--- config.mk ---
export PLATFORM = sky130hd
export DESIGN_NAME = psum_out_collector
export DESIGN_NICKNAME = d
export VERILOG_FILES = /design/src/rtl/oct_pkg.sv /design/src/rtl/sync_fifo.sv /design/src/rtl/psum_out_collector.sv
export SDC_FILE = /design/constraint.sdc
export NUM_CORES = 1
export LEC_CHECK = 0
export BUFFER_PORTS_ARGS = -buffer_cell sky130_fd_sc_hd__buf_4
export CORE_MARGIN = 10
export CORE_UTILIZATION = 60
export CTS_CLUSTER_DIAMETER = 40
export DETAILED_ROUTE_END_ITERATION = 8
export GPL_TIMING_DRIVEN = 0
export PLACE_DENSITY = 0.85
export SLEW_MARGIN = 20
export SYNTH_ARGS = -nofsm -noshare
export SYNTH_HDL_FRONTEND = slang
export SYNTH_HIERARCHICAL = 1
export SYNTH_SLANG_ARGS = --single-unit
--- constraint.sdc ---
create_clock -name clk -period 8.3 [get_ports clk]
set_input_delay 0.83 -clock clk [delete_from_list [all_inputs] [get_ports clk]]
set_output_delay 0.83 -clock clk [all_outputs]
set_load 0.1 [all_outputs]
--- src/rtl/oct_pkg.sv ---
// Shared definitions for the psum output collector: bus/address width defaults
// and the collector FSM state type.
package oct_pkg;

  localparam int unsigned OCT_DATA_WIDTH = 16;
  localparam int unsigned OCT_ADDR_W     = 12;

  typedef enum logic [2:0] {
    ST_IDLE,
    ST_COLLECT,
    ST_FLUSH,
    ST_DRAIN,
    ST_DONE
  } oct_state_e;

endpackage

--- src/rtl/sync_fifo.sv ---
// Single-clock show-ahead FIFO with full/empty flags. A push is ignored when
// the FIFO is full, even if a pop happens in the same cycle.
module sync_fifo #(
  parameter int unsigned WIDTH = 32,
  parameter int unsigned DEPTH = 4
) (
  input  logic             clk,
  input  logic             rst,
  input  logic             push,
  input  logic [WIDTH-1:0] push_data,
  input  logic             pop,
  output logic [WIDTH-1:0] rd_data,
  output logic             full,
  output logic             empty
);

  localparam int unsigned AW = $clog2(DEPTH);

  logic [WIDTH-1:0] mem [DEPTH];
  logic [AW:0]      wr_ptr;
  logic [AW:0]      rd_ptr;
  logic             do_push;
  logic             do_pop;

  // Extra pointer MSB distinguishes full from empty when the indices match.
  assign empty   = (wr_ptr == rd_ptr);
  assign full    = (wr_ptr[AW] != rd_ptr[AW]) && (wr_ptr[AW-1:0] == rd_ptr[AW-1:0]);
  assign do_push = push && !full;
  assign do_pop  = pop && !empty;
  assign rd_data = mem[rd_ptr[AW-1:0]];

  always_ff @(posedge clk or posedge rst) begin
    if (rst) begin
      wr_ptr <= '0;
      rd_ptr <= '0;
      for (int unsigned i = 0; i < DEPTH; i++) mem[i] <= '0;
    end else begin
      if (do_push) begin
        mem[wr_ptr[AW-1:0]] <= push_data;
        wr_ptr              <= wr_ptr + (AW+1)'(1);
      end
      if (do_pop) rd_ptr <= rd_ptr + (AW+1)'(1);
    end
  end

endmodule

--- src/rtl/psum_out_collector.sv ---
// Collects one pass of psums from the router bus, packs pairs into global-buffer
// words, and writes them out through a FIFO at auto-incrementing addresses.
module psum_out_collector
  import oct_pkg::*;
#(
  parameter int unsigned DATA_WIDTH = OCT_DATA_WIDTH,
  parameter int unsigned ADDR_W     = OCT_ADDR_W,
  parameter int unsigned CNT_W      = 10,
  parameter int unsigned FIFO_DEPTH = 4
) (
  input  logic                    clk,
  input  logic                    rst,
  input  logic                    config_state,
  input  logic                    cfg_load,
  input  logic [CNT_W-1:0]        cfg_psum_num,
  input  logic [ADDR_W-1:0]       cfg_base_addr,
  input  logic                    psum_out_start_in,
  input  logic [DATA_WIDTH-1:0]   bus_data,
  input  logic                    bus_data_en,
  output logic [2*DATA_WIDTH-1:0] gb_wdata,
  output logic [ADDR_W-1:0]       gb_waddr,
  output logic                    gb_wvalid,
  input  logic                    gb_wready,
  output logic                    busy,
  output logic                    done,
  output logic                    overflow
);

  oct_state_e state, state_nxt;

  logic [CNT_W-1:0]        cfg_num_q;
  logic [ADDR_W-1:0]       cfg_base_q;
  logic [CNT_W-1:0]        cnt_q;
  logic [CNT_W-1:0]        cnt_inc;
  logic [DATA_WIDTH-1:0]   half_q;
  logic                    ovf_q;
  logic [ADDR_W-1:0]       addr_q;

  logic                    fifo_push;
  logic [2*DATA_WIDTH-1:0] fifo_din;
  logic [2*DATA_WIDTH-1:0] fifo_dout;
  logic                    fifo_full;
  logic                    fifo_empty;
  logic                    wr_fire;
  logic                    accept;

  assign cnt_inc = cnt_q + CNT_W'(1);
  assign wr_fire = !fifo_empty && gb_wready;
  assign accept  = (state == ST_COLLECT) && bus_data_en;

  sync_fifo #(
    .WIDTH (2*DATA_WIDTH),
    .DEPTH (FIFO_DEPTH)
  ) u_fifo (
    .clk       (clk),
    .rst       (rst),
    .push      (fifo_push),
    .push_data (fifo_din),
    .pop       (wr_fire),
    .rd_data   (fifo_dout),
    .full      (fifo_full),
    .empty     (fifo_empty)
  );

  always_ff @(posedge clk or posedge rst) begin
    if (rst) state <= ST_IDLE;
    else     state <= state_nxt;
  end

  // Odd count parity means the half register already holds the first psum of a pair.
  always_comb begin
    state_nxt = state;
    fifo_push = 1'b0;
    fifo_din  = {bus_data, half_q};
    unique case (state)
      ST_IDLE: begin
        if (psum_out_start_in)
          state_nxt = (cfg_num_q == '0) ? ST_DONE : ST_COLLECT;
      end
      ST_COLLECT: begin
        if (bus_data_en) begin
          fifo_push = cnt_q[0];
          if (cnt_inc == cfg_num_q)
            state_nxt = cnt_q[0] ? ST_DRAIN : ST_FLUSH;
        end
      end
      ST_FLUSH: begin
        fifo_din = {{DATA_WIDTH{1'b0}}, half_q};
        if (!fifo_full) begin
          fifo_push = 1'b1;
          state_nxt = ST_DRAIN;
        end
      end
      ST_DRAIN: begin
        if (fifo_empty) state_nxt = ST_DONE;
      end
      ST_DONE: state_nxt = ST_IDLE;
      default: state_nxt = ST_IDLE;
    endcase
  end

  always_ff @(posedge clk or posedge rst) begin
    if (rst) begin
      cfg_num_q  <= '0;
      cfg_base_q <= '0;
      cnt_q      <= '0;
      half_q     <= '0;
      ovf_q      <= 1'b0;
      addr_q     <= '0;
    end else begin
      if (state == ST_IDLE && config_state && cfg_load) begin
        cfg_num_q  <= cfg_psum_num;
        cfg_base_q <= cfg_base_addr;
      end

      if (state == ST_IDLE && psum_out_start_in) begin
        cnt_q <= '0;
        ovf_q <= 1'b0;
      end else if (accept) begin
        cnt_q <= cnt_inc;
        if (!cnt_q[0])              half_q <= bus_data;
        else if (fifo_full)         ovf_q  <= 1'b1;
      end

      if (state == ST_IDLE && psum_out_start_in) addr_q <= cfg_base_q;
      else if (wr_fire)                          addr_q <= addr_q + ADDR_W'(1);
    end
  end

  assign gb_wvalid = !fifo_empty;
  assign gb_wdata  = fifo_dout;
  assign gb_waddr  = addr_q;
  assign busy      = (state != ST_IDLE);
  assign done      = (state == ST_DONE);
  assign overflow  = ovf_q;

endmodule
=== Word level (Yosys, flattened, before mapping) ===
Cells that the tools add are included.

* Register bits: 198
* Latch bits: 0
* RAM bits: 0
* Bits in read-only memories: 0
* Bits of input ports: 45
* Memories: 0

* Add/sub/neg operators: 4
* Multiply operators: 0
* Div/mod/pow operators: 0
* Magnitude comparators: 3
* Eq/ne operators: 13
* Shifts and indexed selects: 0
* Mux-type cells: 26
* Bitwise operators: 4
* Reductions and logical operators: 21

{| class="wikitable"
|+ Operators by type and width
! operator !! number
|-
| 128-bit bitwise mux || 1
|-
| 32-bit 2-to-1 mux || 4
|-
| 32-bit binary-select mux with 2-bit select || 1
|-
| 32-bit demux with 2-bit select || 1
|-
| 12-bit 2-to-1 mux || 2
|-
| 10-bit 2-to-1 mux || 2
|-
| 3-bit 2-to-1 mux || 6
|-
| 12-bit by 1-bit adder with 12-bit output (second input constant) || 1
|-
| 3-bit case mux with 4 select lines || 1
|-
| 10-bit by 1-bit adder with 10-bit output (second input constant) || 1
|-
| 10-bit == test || 1
|-
| 10-bit logical NOT || 1
|-
| 1-bit logical AND || 9
|-
| 2-bit nonzero test || 4
|-
| 1-bit 2-to-1 mux || 7
|-
| 3-bit by 1-bit adder with 3-bit output (second input constant) || 2
|-
| 3-bit by 2-bit == test with 1-bit output (second input constant) || 2
|-
| 3-bit greater-or-equal comparator (second input constant) || 2
|-
| 2-bit != test (second input constant) || 3
|-
| 2-bit inverter with 3-bit output || 2
|-
| 3-bit AND reduction || 2
|-
| 5-bit AND reduction || 1
|-
| 2-bit by 1-bit != test with 1-bit output (second input constant) || 2
|-
| 3-bit by 1-bit == test with 1-bit output (second input constant) || 1
|-
| 10 further kinds || 12
|}

=== Longest topological paths before layout ===
Gate-level depths: netlist (run 1).

* Depth in word-level cells: 6
* Depth in mapped cells: 11

=== By module ===
The synthesis (run 1) kept the hierarchy.

{| class="wikitable"
|+ Modules (own cells, without submodules)
! module !! times used !! cells each !! area each (sq um) !! sequential area each (sq um)
|-
| sync_fifo || 1 || 356 || 6,532.5 || 3,353.2
|-
| psum_out_collector || 1 || 303 || 3,353.2 || 1,601.5
|}

=== Least setup slack after synthesis (run 1) ===
No wires, ideal clock.

* Kind: register -> output
* From: register u_fifo.rd_ptr[0]
* To: output gb_wdata[0]
* Data arrival time: 1,626 ps
* Data required time: 7,470 ps
* Setup slack: 5,844 ps
* Cell stages (with the launch flop): 4
* Path buffers: 2
* Path through: dfrtp_1 buf_4 buf_2 mux4_2

* Word-level cells in the longest chain between the ends: 4

{| class="wikitable"
|+ RTL lines
! item !! RTL line !! RTL
|-
| from (decl) || sync_fifo.sv:21 || <nowiki>logic [AW:0] rd_ptr;</nowiki>
|-
| from (signal assigned) || sync_fifo.sv:42 || <nowiki>if (do_pop) rd_ptr <= rd_ptr + (AW+1)'(1);</nowiki>
|-
| 2-bit inverter with 3-bit output (implied by the code) || sync_fifo.sv:30 || <nowiki>assign rd_data = mem[rd_ptr[AW-1:0]];</nowiki>
|-
| 32-bit binary-select mux with 2-bit select || sync_fifo.sv:30 ||
|-
| 32-bit 2-to-1 mux (implied by the code) (2 in a row) || sync_fifo.sv:30 ||
|-
| to (decl) || psum_out_collector.sv:20 || <nowiki>output logic [2*DATA_WIDTH-1:0] gb_wdata,</nowiki>
|}

Every way passes these cells. The select of a mux whose other input is x is not followed.

=== Final worst setup path (run 1) ===
* From: register u_fifo.rd_ptr[0]
* To: output gb_wdata[15]

Same word-level chain as after synthesis.

==> impl_metrics.env, run 1 <==
export IMPL_reg2reg_to="u_fifo/mem[15]"
export IMPL_ys_types=59
export IMPL_grt_max_degree=77
export IMPL_cpMaxStageDelayCell="mux4_2"
export IMPL_finClkSkew_ps=8.74
export IMPL_holdWs_ps=372
export IMPL_drc=0
export IMPL_ant_nets=0
export IMPL_port_buffers=92
export IMPL_drt_iter0_drc=380
export IMPL_rows=46
export IMPL_dieArea_sq_um=22000
export IMPL_worst_path_largest_cell_delay_ps=610
export IMPL_max_clock_freq_ghz=0.323
export IMPL_path_depth=4
export IMPL_fin_nets=824
export IMPL_drive_gt1_share_pct=47.6
export IMPL_path_max_fanout=10
export IMPL_synthFlopType="dfrtp_1"
export IMPL_clk_path_buf_depth=2
export IMPL_crit_path_start_kind="flop"
export IMPL_worstSetupStartpoint="u_fifo/rd_ptr[0]"
export IMPL_htreeDepth=4
export IMPL_post_cts_resized=0
export IMPL_first_global_vias=6584
export IMPL_relSlewSlack_pct=52.1
export IMPL_post_route_cell_area_sq_um=11500
export IMPL_fillerInstances=1047
export IMPL_critPathRequiredTime_ps=7470
export IMPL_rsz0062_at_grt="false"
export IMPL_worst_path_buf_inv=3
export IMPL_gp_congestion=0.829
export IMPL_vias=5923
export IMPL_yosysSeqAreaShare_pct=50.1
export IMPL_setup_viol=0
export IMPL_avgSynthCellArea_sq_um=15.0
export IMPL_numCtsBuffers=17
export IMPL_clk_latency_ps=430
export IMPL_io_pins=93
export IMPL_cts_tree="done"
export IMPL_r2r_cells=9
export IMPL_fp_coreArea_sq_um=16000
export IMPL_synth_seq_cells=198
export IMPL_status="finished, final reports clean"
export IMPL_crit_chain="buf_4, buf_2, mux4_2, buf_4"
export IMPL_critPathTopFamily="buffers and inverters"
export IMPL_post_drt_wl_per_cell_microns=22.4
export IMPL_dp_cells=969
export IMPL_crit_top_cell="buf_4"
export IMPL_crit_type="reg2out"
export IMPL_max_cap_violations=0
export IMPL_placed_area_sq_um=10900
export IMPL_crit_path_end="gb_wdata[15]"
export IMPL_r2r_start="state[2]"
export IMPL_finalWorstPathRequiredPeriod_ps=3100
export IMPL_finalSetupTns_ps=0
export IMPL_synthesis_nets=711
export IMPL_reg2reg_setup_slack_ps=5310
export IMPL_start_util_pct=61.8
export IMPL_dpl_hpwl_mm=15.6
export IMPL_overflow=0
export IMPL_cp_arrival_ps=2270
export IMPL_firstDrtPassIters=5
export IMPL_routed_wl_mm=22.4
export IMPL_die_h_microns=148
export IMPL_hp_class="in2async"
export IMPL_synth_cells=659
export IMPL_diodes=0
export IMPL_clk_pin_slew_ps=70
export IMPL_grt_pass1_wl_mm=36.4
export IMPL_vias_per_cell=5.92
export IMPL_final_cells=1000
export IMPL_synth_area_sq_um=9890
export IMPL_end_kind="output pin"
export IMPL_syn2layout_area_growth_pct=16.2
export IMPL_track_usage_pct=20.9
export IMPL_antenna_found_initial=0
export IMPL_period_share_pct=37.3
export IMPL_synth_edf_count=0
export IMPL_async_flop_share_pct=100
export IMPL_cts_setup_buffers=0
export IMPL_synth_warnings=6
export IMPL_final_hold_viol_count=0
export IMPL_die_w_microns=148
export IMPL_drv_slew=0
export IMPL_holdBufCountCts=0
export IMPL_tightest_slew_ps=719
export IMPL_clock_sinks=198
export IMPL_cts_root_buf="clkbuf_16"
cell usage in the layout, fill, tap and decap left out, types with 3 or more instances in the layout:
| master | instances |
|---|---|
| dfrtp_1 | 198 |
| mux2_4 | 119 |
| buf_4 | 94 |
| mux2_2 | 49 |
| mux4_2 | 32 |
| nand2_1 | 31 |
| o21ai_0 | 27 |
| and2_1 | 20 |
| buf_6 | 19 |
| nor2_1 | 18 |
| clkbuf_16 | 17 |
| xnor2_1 | 16 |
| xor2_1 | 13 |
| clkbuf_1 | 9 |
| buf_2 | 8 |
| inv_1 | 7 |
| ha_1 | 7 |
| nand3_1 | 6 |
| nand4_1 | 5 |
| and3_1 | 4 |
| a31oi_1 | 4 |
| o31ai_1 | 4 |
| a21oi_1 | 4 |
| mux2i_1 | 4 |
| inv_6 | 4 |
| a31oi_4 | 4 |
| nand4b_1 | 3 |
| and2_2 | 3 |
| nor2b_1 | 3 |
| xnor2_2 | 3 |
logic make-up (layout without fill, tap and decap cells):
family	Yosys count	in the layout	share of synthesized area, %
flip-flops	198	198	50.1
XOR/XNOR	33	33	3.34
multiplexers	204	204	31.4
AO/OA/AOI/OAI	55	55	4.02
adder cells (fa/ha/maj)	7	7	0.886
AND/OR/NAND/NOR	116	116	6.80
buffers and inverters	46	171	3.48
routing by layer:
layer	global-route usage [%]	vias up	wire length, microns
met5	0	-	0
met4	5.45	0	312
met3	6.34	23	1440
met2	34.5	180	11200
met1	26.2	3118	9480
li1	-	2602	-
cell usage after synthesis (2+ instances only):
library cell  count  area share, %
a21oi_1           4           0.20
a31oi_1           4           0.25
a31oi_4           4           0.86
and2_1           20            1.3
and2_2            3           0.23
and3_1            4           0.25
and4_1            2           0.18
buf_2             8           0.41
buf_4             2           0.15
buf_6            19            2.2
clkbuf_1          6           0.23
dfrtp_1         198             50
ha_1              7           0.89
inv_1             9           0.34
mux2_2           49            5.6
mux2_4          119             18
mux2i_1           4           0.41
mux4_2           32            7.3
nand2_1          31            1.2
nand2b_1          2           0.13
nand3_1           6           0.30
nand3b_1          2           0.15
nand4_1           5           0.32
nand4b_1          3           0.27
nor2_1           18           0.68
nor2b_1           3           0.19
nor3_1            2           0.10
nor3b_1           2           0.15
nor4_1            2           0.13
o21ai_0          27            1.4
o311ai_0          2           0.18
o31ai_1           4           0.30
xnor2_1          16            1.4
xnor2_2           3           0.49
xor2_1           13            1.2
metrics by stage:
stage | util [%] | setup WS, ps
floorplan | - | 3890
global placement | 67.8 | 2710
detailed placement | 68.2 | 5390
CTS | 71.8 | 5160
global route | 71.8 | 5070
finish | 71.8 | 5200
sequential cells by signal, summed over array words and instances (netlist names):
| register | count |
|---|---|
| cfg_base_q | 12 |
| cfg_num_q | 10 |
| cnt_q | 10 |
| gb_waddr | 12 |
| half_q | 16 |
| overflow | 1 |
| state | 3 |
| u_fifo/mem | 128 |
| u_fifo/rd_ptr | 3 |
| u_fifo/wr_ptr | 3 |
area by class of cell:
cell class | instances | area (sq um) | area share (%)
buffer | 37 | 310 | 2.70
multi-input combinational | 415 | 4590 | 39.9
timing repair buffer | 94 | 746 | 6.49
clock inverter | 9 | 116 | 1.01
sequential | 198 | 4950 | 43.1
tap | 216 | 270 | 2.35
clock buffer | 22 | 464 | 4.04
inverter | 9 | 41.3 | 0.359
how the worst min path moves through the flow:
stage / cells after the start / end / slack [ps] / from
final: 2 / half_q[8] / 370 / rst
after global routing: 2 / half_q[8] / 370 / rst
after CTS: 2 / half_q[8] / 380 / rst
after detailed placement: 2 / gb_waddr[11] / 470 / cfg_base_q[11]
after global placement: 2 / gb_waddr[5] / 460 / cfg_base_q[5]
after floorplan: 2 / gb_waddr[0] / 450 / cfg_base_q[0]
Power of run 1 is not shown: default switching activity piles up to over one toggle a cycle in this logic, so the estimate is an artifact.
==> run 2, diff against run 1 <==
ABC_AREA = 1   (was not set)
CORE_UTILIZATION = 54   (was 60)
PLACE_DENSITY = 0.81   (was 0.85)
clock period = 2.7 ns   (was 8.3 ns; I/O delays follow)
==> run 2 against run 1 <==
Against the previous run:
- the run now ends with setup timing left
- sequential share of layout area down 1.1 points
- first-iteration DRC count rose to 3.0 times the previous value
- highest routed layer unchanged
- critical endpoint is now gb_wdata[18]
- utilization down 6.2 points
- global-route usage up 4.1 points
- register-to-register slack worse by 5300 ps
- die area up 9.0%
- non-clock buffer count up 58
==> impl_metrics.env, run 2 <==
export IMPL_clk_path_buf_depth=2
export IMPL_r2r_cells=14
export IMPL_drv_slew=0
export IMPL_port_buffers=92
export IMPL_final_cell_mix="nand2_1, dfrtp_1, nand4_1"
export IMPL_critPathRequiredTime_ps=2430
export IMPL_track_usage_pct=24.9
export IMPL_largest_register="u_fifo/mem"
export IMPL_syn2layout_area_growth_pct=20.0
export IMPL_status="finished with violations"
export IMPL_synth_cells=1194
export IMPL_overflow=0
export IMPL_antenna_found_initial=0
export IMPL_routed_wl_mm=30.2
export IMPL_drc=0
export IMPL_synth_area_top_cells="dfrtp_1, nand2_1, nand4_1"
export IMPL_vias_per_cell=5.99
export IMPL_rsz0062_at_grt="true"
export IMPL_final_common_cell="nand2_1"
export IMPL_vias=9340
export IMPL_end_kind="output pin"
export IMPL_cpMaxStageDelayCell="buf_1"
export IMPL_clock_sinks=198
export IMPL_cp_arrival_ps=2440
export IMPL_final_cells=1558
export IMPL_rows=49
export IMPL_firstDrtPassIters=6
export IMPL_diodes=0
export IMPL_async_flop_share_pct=100
export IMPL_violations="setup timing"
export IMPL_yosys_area_share_adder_pct=0.891
export IMPL_synth_edf_count=0
export IMPL_tightest_slew_ps=717
export IMPL_setup_viol=2
export IMPL_post_drt_wl_per_cell_microns=19.4
export IMPL_dpl_hpwl_mm=21.4
export IMPL_synth_seq_cells=198
export IMPL_largest_reg_flops=128
export IMPL_die_w_microns=155
export IMPL_yosysTopAreaCell="dfrtp_1"
export IMPL_cts_root_buf="clkbuf_16"
export IMPL_avgSynthCellArea_sq_um=8.23
export IMPL_hp_class="in2reg"
export IMPL_synth_mux_area_share_pct=2.98
export IMPL_path_depth=6
export IMPL_drive_gt1_share_pct=19.7
export IMPL_max_clock_freq_ghz=0.369
export IMPL_clk_pin_slew_ps=80
export IMPL_whs_path_depth=2
export IMPL_synthFlopType="dfrtp_1"
export IMPL_relSlewSlack_pct=52.2
export IMPL_synthesis_nets=1246
export IMPL_gp_congestion=0.958
export IMPL_synth_warnings=6
export IMPL_yosys_area_share_simple_pct=29.8
export IMPL_dieArea_sq_um=24000
export IMPL_critPathTopFamily="buffers and inverters"
export IMPL_htreeDepth=4
export IMPL_worst_path_largest_cell_delay_ps=460
export IMPL_numCtsBuffers=17
export IMPL_cts_tree="done"
export IMPL_start_util_pct=54.7
export IMPL_ant_nets=0
export IMPL_crit_chain="inv_1, clkbuf_2, buf_1, nor2_1, o22ai_2, buf_4"
export IMPL_finClkSkew_ps=10.9
export IMPL_crit_path_start_kind="flop"
export IMPL_grt_max_degree=40
export IMPL_yosysSeqAreaShare_pct=50.4
export IMPL_worst_path_buf_inv=4
export IMPL_ys_types=31
export IMPL_first_global_vias=9313
export IMPL_die_h_microns=155
export IMPL_synth_top_family_by_area="simple AND/OR/NAND/NOR gates"
export IMPL_clk_latency_ps=440
export IMPL_io_pins=93
export IMPL_synth_xor_area_share_pct=0.713
export IMPL_fin_nets=1369
export IMPL_finalWorstPathRequiredPeriod_ps=2710
export IMPL_synth_most_common_cell="nand2_1"
export IMPL_period_share_pct=100
export IMPL_final_hold_viol_count=0
export IMPL_fp_coreArea_sq_um=18000
export IMPL_synth_area_sq_um=9830
export IMPL_setup_slack_ps=-7.70
export IMPL_grt_pass1_wl_mm=48.3
export IMPL_reg_top3="u_fifo/mem: 128 flops, half_q: 16 flops"
export IMPL_synthTopCellsByCount="nand2_1, dfrtp_1, nand4_1"
export IMPL_crit_type="reg2out"
export IMPL_max_cap_violations=0
export IMPL_dp_cells=1520
export IMPL_yosys_area_top_type_share_pct=50.4
export IMPL_path_max_fanout=10
export IMPL_drt_iter0_drc=1156
export IMPL_synth_compound_area_share_pct=8.00
## run 2: cell types whose count changed after synthesis, sizes merged, moves of 39 or more
cell    previous run  this run
nand4              6       132
nand2             32       374
mux2             168        26
nor2              20        99
clkbuf             6        45
o21ai             27        73
inv                9        73
o22ai              0        41
## run 2: cells by family after synthesis
kind of cell,after synthesis
AOI/OAI and AO/OA,142
xor gates and xnor gates,8
adders and majority gates,7
buffers and inverters,159
DFF,198
muxes,26
and+or+nand+nor,654
## run 2: cell type report
class | count | area (sq um)
plain buffers | 85 | 478
inverters | 74 | 284
fillers | 1429 | 6170
multi-input cells | 837 | 4370
well taps | 229 | 287
repair buffers | 104 | 843
clock inverters | 14 | 144
flip-flops and latches | 198 | 4960
clock buffers | 17 | 425
## run 2: worst paths after layout
| kind | startpoint | to | slack [ps] |
|---|---|---|---|
| setup / recovery | u_fifo/rd_ptr[0] | gb_wdata[18] | -8 |
| hold / removal | cfg_base_addr[0] | cfg_base_q[0] | 50 |
| setup reg to reg | u_fifo/rd_ptr[1] | u_fifo/mem[44] | 50 |
| hold reg to reg | u_fifo/mem[84] | u_fifo/mem[84] | 470 |
| max in group asynchronous | rst | u_fifo/mem[50] | 1630 |
| min in group asynchronous | rst | gb_waddr[7] | 360 |
## run 2: layer usage
| layer | routed length (microns) | share of wire, % | global-route usage, % | vias up |
|---|---|---|---|---|
| li1 | - | - | - | 4263 |
| met1 | 11800 | 39 | 30.3 | 4473 |
| met2 | 14600 | 49 | 41.2 | 516 |
| met3 | 2760 | 9.1 | 6.62 | 88 |
| met4 | 984 | 3.3 | 10.1 | 0 |
| met5 | 0 | 0 | 0 | - |
## run 2: timing repair
item | 4_1_cts | 5_1_grt
pin swaps | 0 | 0
hold buffers | 1 | 0
gates resized for setup | 18 | 31
endpoints found under the hold margin | 35 | 0
gates cloned | 0 | 1
setup endpoints to repair | 153 | 152
buffers inserted | 0 | 5
## run 2: per-stage QoR
stage                     setup WS [ps]  hold WS (ps)  instance area [sq um]  setup TNS, ps  utilization (%)
after global routing              -36.1          44.9                  11800           -657             65.6
after global placement             -360           448                  11000         -30940             61.2
after CTS                          33.0          42.4                  11700              0             65.1
after detailed placement           -414           279                  11100         -24940             61.8
after floorplan                     101           402                  10000              0                -
final                             -7.70          50.7                  11800          -14.4             65.6
Power of run 2 is left out for the same reason.
